[src/rtl/stream_sink_pkg.sv]
// Package shared by the stream sink and the stream source blocks.
// Holds the default token/address widths and the width of the accepted-token counter.
package stream_sink_pkg;

    localparam int unsigned DataWidth  = 16;  // default token width
    localparam int unsigned AddrWidth  = 4;   // default FIFO address width, depth = 2**AddrWidth
    localparam int unsigned CountWidth = 32;  // accepted-token counter width

endpackage

[src/rtl/stream_sink_if.sv]
// Token/read bus between an upstream operator plus host and the stream sink.
// Signals:
//   r_in1    : token valid from the upstream operator
//   d_in1    : token data
//   rd_en    : host read request
//   rd_valid : one-cycle pulse, rd_data holds a freshly popped token
//   rd_data  : last popped token
// The master modport drives the bus (upstream/host). The slave modport is the sink.
interface stream_sink_if #(
    parameter int unsigned N = 16
) ();

    logic         r_in1;
    logic [N-1:0] d_in1;
    logic         rd_en;
    logic         rd_valid;
    logic [N-1:0] rd_data;

    modport master (
        output r_in1,
        output d_in1,
        output rd_en,
        input  rd_valid,
        input  rd_data
    );

    modport slave (
        input  r_in1,
        input  d_in1,
        input  rd_en,
        output rd_valid,
        output rd_data
    );

endinterface

[src/rtl/sync_fifo_mem.sv]
// 2**A x N register array with one write port and one registered read port.
// Ports:
//   clk_i   : clock
//   rst_i   : synchronous active-high reset, clears only the read register
//   we_i    : write enable
//   waddr_i : write address
//   wdata_i : write data
//   re_i    : read enable, loads rdata_o on the next edge
//   raddr_i : read address
//   rdata_o : registered read data, holds between reads
module sync_fifo_mem #(
    parameter int unsigned N = 16,
    parameter int unsigned A = 4
) (
    input  logic         clk_i,
    input  logic         rst_i,
    input  logic         we_i,
    input  logic [A-1:0] waddr_i,
    input  logic [N-1:0] wdata_i,
    input  logic         re_i,
    input  logic [A-1:0] raddr_i,
    output logic [N-1:0] rdata_o
);

    localparam int unsigned Depth = 1 << A;

    logic [N-1:0] mem_q [Depth];
    logic [N-1:0] rdata_q;

    // Storage is deliberately not reset.
    always_ff @(posedge clk_i) begin
        if (we_i) begin
            mem_q[waddr_i] <= wdata_i;
        end
    end

    // A same-edge write to raddr_i is not visible here: the old entry is read.
    always_ff @(posedge clk_i) begin
        if (rst_i) begin
            rdata_q <= '0;
        end else if (re_i) begin
            rdata_q <= mem_q[raddr_i];
        end
    end

    assign rdata_o = rdata_q;

endmodule

[src/rtl/stream_sink.sv]
// Terminal consumer of the operator token stream. Buffers accepted tokens in a FIFO and
// hands them to the host through a registered read handshake. Also tracks the
// accepted-token count, overflow and completion.
// Ports:
//   clk_i   : clock, rising edge
//   rst_i   : synchronous active-high reset
//   en_i    : input-side enable, r_in1 ignored when low
//   bus     : token input and host read handshake (slave side)
//   empty_o : FIFO holds no tokens
//   full_o  : FIFO holds 2**A tokens
//   level_o : occupancy 0..2**A
//   ovf_o   : sticky, a token was dropped because the FIFO was full
//   count_o : tokens accepted since reset, wraps
//   done_o  : sticky, count_o reached T (never set when T == 0)
module stream_sink
    import stream_sink_pkg::*;
#(
    parameter int unsigned N = DataWidth,
    parameter int unsigned A = AddrWidth,
    parameter int unsigned T = 0
) (
    input  logic                  clk_i,
    input  logic                  rst_i,
    input  logic                  en_i,
    stream_sink_if.slave          bus,
    output logic                  empty_o,
    output logic                  full_o,
    output logic [A:0]            level_o,
    output logic                  ovf_o,
    output logic [CountWidth-1:0] count_o,
    output logic                  done_o
);

    localparam logic [A:0]            LevelFull   = {1'b1, {A{1'b0}}};
    localparam logic [CountWidth-1:0] TargetCount = CountWidth'(T);

    logic [A-1:0]            wptr_q, wptr_d;
    logic [A-1:0]            rptr_q, rptr_d;
    logic [A:0]              level_q, level_d;
    logic                    empty_q, full_q;
    logic                    ovf_q, ovf_d;
    logic                    done_q, done_d;
    logic                    rd_valid_q;
    logic [CountWidth-1:0]   count_q, count_d;
    logic [N-1:0]            rd_data;
    logic                    wr, rd, drop;

    always_comb begin
        rd   = bus.rd_en && !empty_q;
        // When full, a simultaneous read frees the slot this write lands in.
        wr   = en_i && bus.r_in1 && (!full_q || rd);
        drop = en_i && bus.r_in1 && full_q && !rd;

        wptr_d  = wptr_q;
        rptr_d  = rptr_q;
        level_d = level_q;
        count_d = count_q;
        ovf_d   = ovf_q | drop;
        done_d  = done_q;

        if (wr) begin
            wptr_d  = wptr_q + 1'b1;
            count_d = count_q + 1'b1;
        end
        if (rd) begin
            rptr_d = rptr_q + 1'b1;
        end

        unique case ({wr, rd})
            2'b10:   level_d = level_q + 1'b1;
            2'b01:   level_d = level_q - 1'b1;
            default: level_d = level_q;
        endcase

        // Only the accepting write can make the count hit the target, so a later
        // wrap past it leaves done set.
        if (wr && (T != 0) && (count_d == TargetCount)) begin
            done_d = 1'b1;
        end
    end

    always_ff @(posedge clk_i) begin
        if (rst_i) begin
            wptr_q     <= '0;
            rptr_q     <= '0;
            level_q    <= '0;
            empty_q    <= 1'b1;
            full_q     <= 1'b0;
            ovf_q      <= 1'b0;
            done_q     <= 1'b0;
            count_q    <= '0;
            rd_valid_q <= 1'b0;
        end else begin
            wptr_q     <= wptr_d;
            rptr_q     <= rptr_d;
            level_q    <= level_d;
            empty_q    <= (level_d == '0);
            full_q     <= (level_d == LevelFull);
            ovf_q      <= ovf_d;
            done_q     <= done_d;
            count_q    <= count_d;
            rd_valid_q <= rd;
        end
    end

    sync_fifo_mem #(
        .N(N),
        .A(A)
    ) u_mem (
        .clk_i   (clk_i),
        .rst_i   (rst_i),
        .we_i    (wr),
        .waddr_i (wptr_q),
        .wdata_i (bus.d_in1),
        .re_i    (rd),
        .raddr_i (rptr_q),
        .rdata_o (rd_data)
    );

    assign bus.rd_valid = rd_valid_q;
    assign bus.rd_data  = rd_data;
    assign empty_o      = empty_q;
    assign full_o       = full_q;
    assign level_o      = level_q;
    assign ovf_o        = ovf_q;
    assign count_o      = count_q;
    assign done_o       = done_q;

endmodule
[src/flat_wrapper.sv]
// flat-port wrapper written by rule: the top's interface ports become plain ports
module stream_sink_flat import stream_sink_pkg::*;
#(
    parameter int unsigned N = DataWidth,
    parameter int unsigned A = AddrWidth,
    parameter int unsigned T = 0
)
  (clk_i, rst_i, en_i, empty_o, full_o, level_o, ovf_o, count_o, done_o, bus_r_in1, bus_d_in1, bus_rd_en, bus_rd_valid, bus_rd_data);
  stream_sink_if #(.N(N)) bus_i ();
  input  logic clk_i;
  input  logic rst_i;
  input  logic en_i;
  output logic empty_o;
  output logic full_o;
  output logic [A:0] level_o;
  output logic ovf_o;
  output logic [CountWidth-1:0] count_o;
  output logic done_o;
  input wire logic [$bits(bus_i.r_in1)-1:0] bus_r_in1;
  input wire logic [$bits(bus_i.d_in1)-1:0] bus_d_in1;
  input wire logic [$bits(bus_i.rd_en)-1:0] bus_rd_en;
  output wire logic [$bits(bus_i.rd_valid)-1:0] bus_rd_valid;
  output wire logic [$bits(bus_i.rd_data)-1:0] bus_rd_data;
  assign bus_i.r_in1 = bus_r_in1;
  assign bus_i.d_in1 = bus_d_in1;
  assign bus_i.rd_en = bus_rd_en;
  assign bus_rd_valid = bus_i.rd_valid;
  assign bus_rd_data = bus_i.rd_data;
  stream_sink #(.N(N), .A(A), .T(T)) u_core (.clk_i(clk_i), .rst_i(rst_i), .en_i(en_i), .bus(bus_i), .empty_o(empty_o), .full_o(full_o), .level_o(level_o), .ovf_o(ovf_o), .count_o(count_o), .done_o(done_o));
endmodule
[config.mk]
export PLATFORM = sky130hd
export DESIGN_NAME = stream_sink_flat
export DESIGN_NICKNAME = d
export VERILOG_FILES = /design/src/rtl/stream_sink_pkg.sv /design/src/rtl/stream_sink_if.sv /design/src/rtl/sync_fifo_mem.sv /design/src/rtl/stream_sink.sv /design/src/flat_wrapper.sv
export SDC_FILE = /design/constraint.sdc
export NUM_CORES = 1
export LEC_CHECK = 0
export ABC_AREA = 1
export BUFFER_PORTS_ARGS = -buffer_cell sky130_fd_sc_hd__buf_2
export CAP_MARGIN = 30
export CORE_ASPECT_RATIO = 0.6
export CORE_MARGIN = 1
export CORE_UTILIZATION = 58
export DETAILED_ROUTE_END_ITERATION = 6
export HOLD_SLACK_MARGIN = 0.1
export PLACE_DENSITY_LB_ADDON = 0.15
export SLEW_MARGIN = 40
export SYNTH_ARGS = -nofsm -noshare
export SYNTH_HDL_FRONTEND = slang
export SYNTH_SLANG_ARGS = --single-unit
[constraint.sdc]
create_clock -name clk_i -period 4.33 [get_ports clk_i]
set_input_delay 0.866 -clock clk_i [delete_from_list [all_inputs] [get_ports clk_i]]
set_output_delay 0.866 -clock clk_i [all_outputs]
set_load 0.005 [all_outputs]
Yosys cells after proc, flatten, opt, wreduce, memory -nomap -nowiden:

Memory sizes are Yosys's and may differ from the RTL's. A register that Yosys moved wholly into a read port is not among the register bits.
Cells that the tools add are included.

* flip-flop bits (word level): 49
* memory bits (writable): 256
* input port bits: 21
* word-level logic and storage cells: 31
* memories kept: 1

* add/sub/neg operators: 5
* equal/unequal tests: 3
* mux-type cells: 3
* bitwise gates (word level): 1
* reduce and logical (&&, ||, !) cells: 10

Memories
* u_core.u_mem.mem_q: depth 16, bits a word 16, rd ports 1, clocked after Yosys merged registers in 1, write ports 1, RTL line sync_fifo_mem.sv:27 `logic [N-1:0] mem_q [Depth];`

Operators by type and width (count)
* $add A32 B1 Y32 const B: 1
* $pmux W5 S2: 1
* $add A4 B1 Y4 const B: 2
* $add A5 B1 Y5 const B: 1
* $eq A5 B5 Y1 const B: 1
* $logic_and A1 B1 Y1: 5
* $logic_not A5 Y1: 1
* $sub A5 B1 Y5 const B: 1
* $logic_not A1 Y1: 3
* $eq A2 B1 Y1 const B: 1
* $eq A2 B2 Y1 const B: 1
* $mux W1: 2
* $logic_or A1 B1 Y1: 1
* $or A1 B1 Y1: 1

Logic depth before layout (Yosys ltp):

* word-level depth: 7
* gate-level depth with buffers: 21
* gate-level depth less buffers: 19

Modules after synthesis:

From an unflattened synthesis, not the netlist that was laid out.

* cell total of the unflattened synthesis: 1364
* area, all modules: 13768.2 µm²

Modules (own cells, without submodules)
* sync_fifo_mem: instances 1, cells each 951, area each 11038.1 µm², sequential area each 8007.7 µm²
* stream_sink: instances 1, cells each 413, area each 2730.1 µm², sequential area each 980.9 µm²

Worst setup path after synthesis:

OpenSTA, ideal clock, no wires.

* path type: input to register
* start: input bus_rd_en
* end: register u_core.empty_q (netlist: u_core.empty_o)
* setup time: 0.070 ns
* data arrival time: 2.679 ns
* data required time: 4.260 ns
* setup slack: 1.581 ns
* cell stages on the path: 15
* path buffers: 2
* path through: nand2_2 nand2_1 nand2_2 buf_6 buf_2 ha_1 nand2_1 inv_1 nor2_1 ha_1 mux2i_1 nand2_1 nor2_1 nand3_1 o21bai_1

* word-level cells in the longest chain between the ends: 6
* elaborated cells on any way between the ends: 7

Ends and longest elaborated chain
* start, declared: RTL line flat_wrapper.sv:21 `input wire logic [$bits(bus_i.rd_en)-1:0] bus_rd_en;`
* $logic_and A1 B1 Y1 *: RTL line stream_sink.sv:49 `rd = bus.rd_en && !empty_q;`
* $logic_or A1 B1 Y1: RTL line stream_sink.sv:51 `wr = en_i && bus.r_in1 && (!full_q || rd);`
* $logic_and A1 B1 Y1: RTL line stream_sink.sv:51
* $eq A2 B1 Y1 or $eq A2 B2 Y1 (tied branches): RTL line stream_sink.sv:69 `unique case ({wr, rd})`
* $pmux W5 S2 *: RTL line stream_sink.sv:69
* $logic_not A5 Y1 *: RTL line stream_sink.sv:97 `empty_q <= (level_d == '0);`
* end signal, assigned: RTL line stream_sink.sv:97
* end, declared: RTL line stream_sink.sv:40 `logic empty_q, full_q;`

Mark *: on every way between the ends. The rest lies on a longest branch, timed or not.
A chain may end at the register's enable or synchronous reset.

Worst setup path after layout:

* start: input bus_rd_en
* end: memory u_core.u_mem.mem_q[0][11], enable pin

* word-level cells in the longest chain between the ends: 5

Ends and longest elaborated chain
* $logic_and A1 B1 Y1: RTL line stream_sink.sv:49
* $logic_or A1 B1 Y1: RTL line stream_sink.sv:51
* $logic_and A1 B1 Y1: RTL line stream_sink.sv:51
* $mux W1: RTL line sync_fifo_mem.sv:32 `if (we_i) begin`
* $mux W1 (not written as such): RTL line sync_fifo_mem.sv:33 `mem_q[waddr_i] <= wdata_i;`
* end, declared: RTL line sync_fifo_mem.sv:27

No other way between the ends.

==> summary.md <==
| Metric | Value |
|---|---|
| R2R Setup Slk | 1720 ps |
| Seq pwr share | 48.9% |
| Drt total wl | 35300 µm |
| Row cnt | 42 |
| DRT Pass-1 Iters | 6 |
| Int Power | 5.09 mW |
| Hold path depth | 2 |
| Fillers | 1761 |
| Die ar. | 24000 µm² |
| Final worst-path cycle share | 60.5% |
| Critical Path AT | 2810 ps |
| DR iter-0 viols | 1209 |
| Initial core utilization | 60.3% |
| RSZ-0062 raised after global routing | false |
| Leakage power | 5.81 nW |
| Switching Fraction | 28.3% |
| Max clock buf depth | 3 |
| Max_slew headroom | 45.7% |
| Final setup vio count | 0 |
| CTS Buf Count | 29 |
| Mux contribution to synthesized area | 0.0738% |
| Worst Path Required | 4520 ps |
| Power Density | 470 nW/µm² |
| Max Freq | 382 MHz |
| H-tree lvl count | 1 |
| Number of synthesized flops with an enable pin | 256 |
| Synthesized cell area | 13600 µm² |
| Hold endpoint | u_core.ovf_o |
| Main combinational cell family by area after synthesis | simple AND/OR/NAND/NOR gates |
| Post-synthesis xor/xnor area fraction | 0.710% |
| Run status | finished clean |
| Nets | 1420 |
| Synthesized net count | 1368 |
| Post-DR vias/cell | 5.71 |
| First-pass GRT wire length | 52900 µm |
| Port bufs | 77 |
| Netlist cell types | 36 |
| Type of the most critical hold path | reg2reg |
| Post-synth ARST share | 0% |
| Fin crit period | 2620 ps |
| Sequential Area | 8990 µm² |
| Hold Crit Start | u_core.ovf_o |
| Synth Instances | 1337 |
| Sequential fraction of the synthesis area | 66.3% |
| Clk slew on worst S/H paths | 60 ps |
| Core Region | 22500 µm² |
| Post-CTS Setup Repair Bufs | 0 |
| WL/cell | 20.5 µm |
| Number of max-cap violations | 0 |
| Remaining Overflow, GRT | 0 |
| Peak supply drop | 0.000357 V |
| CTS sink cnt | 321 |
| Post-route antenna net violation count | 0 |
| Peak fanout along the critical path | 16 |
| CP Launch Type | input port |
| Power, Total | 7.11 mW |
| Final hold vios | 0 |
| Post-detail-place hpwl | 22100 µm |
| P_sw | 2.01 mW |
| Clock network fraction of total power | 35.4% |
| Number of diodes | 0 |
| Vias in the first global route | 8707 |
| Post-Synth Adder-Cell Area | 0.923% |
| FF-to-FF path depth | 7 |
| Layout area overhead | 11.5% |
| Total number of vias | 9819 |
| Worst Setup End Kind | register |
| Clock Latency Late Sink | 570 ps |
| Clock Skew | 8.43 ps |
| R2R Path End | u_core.u_mem.mem_q[0][11] |
| Overall die width | 199 µm |
| Hold-fix buffers, CTS | 0 |
| Synth Area in Compound Gates | 2.74% |
| Crit path kind | in2reg |
| GPL Wtd Cong | 0.902 |
| Combinational power share | 15.6% |
| Die height | 120 µm |
| Crit Reg-Reg Startpoint | u_core.empty_o |
| Drt drc | 0 |
| CTS root buffer | clkbuf_16 |
| Multi-input gate area | 4080 µm² |
| Main synth FF type | edfxtp_1 |
| Synth Warn # | 0 |
| Slew Limit Fails | 0 |
| Share of cells above drive strength 1 | 12.0% |
| Seq cells post-synth | 321 |
| Post-Synth Simple-Gate Area | 24.9% |
| Largest net degree at the start of global routing | 93 |
| Slew @ Worst Pin | 814 ps |
| Initial antenna violation count | 0 |
| CTS tree | built |
| GRT Util Overall | 30.0% |
| Syn avg cell area | 10.1 µm² |
| Final TNS setup | 0 ps |
| Post_cts resized | 0 |
| I/O pin cnt | 79 |
[cells in the mapped netlist, types with 3 or more instances]
| cell type | count | share of area, % |
|---|---|---|
| nor2_1 | 79 | 2.2 |
| buf_2 | 44 | 1.6 |
| nand3b_1 | 6 | 0.33 |
| xnor2_1 | 3 | 0.19 |
| xor2_1 | 8 | 0.52 |
| nor3_1 | 4 | 0.15 |
| edfxtp_1 | 256 | 57 |
| nand2_2 | 4 | 0.18 |
| o211ai_1 | 16 | 0.89 |
| clkbuf_1 | 16 | 0.44 |
| nand4_1 | 4 | 0.18 |
| dfxtp_1 | 65 | 9.6 |
| nand2_1 | 454 | 13 |
| a21oi_1 | 26 | 0.96 |
| nand3_1 | 234 | 8.6 |
| inv_2 | 3 | 0.083 |
| inv_1 | 65 | 1.8 |
| buf_1 | 3 | 0.083 |
| ha_1 | 10 | 0.92 |
| o21a_1 | 4 | 0.22 |
| o21ai_0 | 8 | 0.30 |
| nor2_2 | 4 | 0.18 |
| buf_4 | 3 | 0.17 |
[layout make-up]
class                   count  area share (%)
repair buffers             88            3.12
clock inverters            10           0.331
well taps                 308            2.55
clock buffers              44            5.77
inverters                  70            1.79
flip-flops and latches    321            59.5
multi-input cells         879            27.0
[worst max-delay path, cell delays in order]
cell and delay (ps):
buf_2 90, nand2_2 90, nand2_1 80, nand2_2 110, inv_1 420, nand2_1 400, nor2_2 740
[routing by layer]
metal	global-route usage [%]	vias to the layer above	share of wire, %
li1	-	4638	-
met1	50.4	4683	47
met2	40.4	457	42
met3	5.16	41	9.8
met4	5.77	0	1.5
met5	0	-	0
[layout by cell type (no fill, tap or decap), types with 2 or more instances in the layout]
| cell | count |
|---|---|
| o21ai_1 | 2 |
| o21a_1 | 4 |
| edfxtp_1 | 256 |
| nand3b_1 | 6 |
| nand2_1 | 454 |
| dfxtp_1 | 63 |
| xor2_1 | 8 |
| o21bai_1 | 2 |
| inv_1 | 63 |
| clkbuf_1 | 6 |
| o21ai_0 | 8 |
| clkbuf_16 | 29 |
| clkinv_1 | 4 |
| buf_4 | 10 |
| clkinv_2 | 6 |
| ha_1 | 10 |
| nand2_2 | 4 |
| inv_6 | 2 |
| nor2_4 | 13 |
| inv_2 | 4 |
| nand3_1 | 234 |
| nor2_1 | 63 |
| o211ai_1 | 16 |
| nor2_2 | 9 |
| clkbuf_8 | 9 |
| xnor2_1 | 3 |
| nor3b_1 | 2 |
| nand4_1 | 4 |
| nor3_1 | 4 |
| buf_2 | 77 |
| a21oi_1 | 26 |
[power groups by stage]
stage | clock network (mW) | registers (mW) | logic [mW]
2_1_floorplan | 0 | 3.51 | 0.706
3_3_place_gp | 0 | 3.54 | 1.07
3_5_place_dp | 0 | 3.54 | 1.09
4_1_cts | 2.53 | 3.48 | 1.10
5_1_grt | 2.66 | 3.49 | 1.22
6_report | 2.52 | 3.48 | 1.11
[sequential cells by signal, indices dropped and copies added, names as in the netlist]
signal	count
u_core.wptr_q	4
u_core.count_o	32
u_core.empty_o	1
u_core.u_mem.rdata_o	16
u_core.level_o	5
u_core.rptr_q	4
u_core.full_o	1
u_core.bus.rd_valid	1
u_core.u_mem.mem_q	256
u_core.ovf_o	1
[per-stage QoR]
step / utilization [%] / setup slack [ps] / cells / hold WS [ps] / cell area, µm²
2_1_floorplan: - / 1580 / 1337 / 461 / 13600
3_3_place_gp: 62.9 / 1190 / 1666 / 454 / 14100
3_5_place_dp: 63.0 / 1140 / 1666 / 468 / 14200
4_1_cts: 67.1 / 1640 / 1720 / 482 / 15100
5_1_grt: 67.2 / 1530 / 1720 / 503 / 15100
6_report: 67.2 / 1710 / 1720 / 475 / 15100
[how the worst max path moves through the flow]
stage | from | end | slack (ps) | cells past startpoint
final | bus_rd_en | u_core.u_mem.mem_q[0][11] | 1710 | 7
after global routing | u_core.empty_o | u_core.u_mem.mem_q[13][8] | 1530 | 7
after CTS | u_core.rptr_q[0] | u_core.u_mem.rdata_o[2] | 1640 | 9
after detailed placement | bus_rd_en | u_core.u_mem.mem_q[8][6] | 1140 | 7
after global placement | bus_rd_en | u_core.u_mem.mem_q[8][6] | 1190 | 7
after floorplan | bus_rd_en | u_core.empty_o | 1580 | 15
[cells by family after synthesis]
logic type	count (synthesis)
simple gates	795
flops	321
other cells	1
xor+xnor	11
mux	1
fa+ha+maj	10
buf+inv	137
compound gates	61
Note: power is estimated with default switching activity, not from simulation.
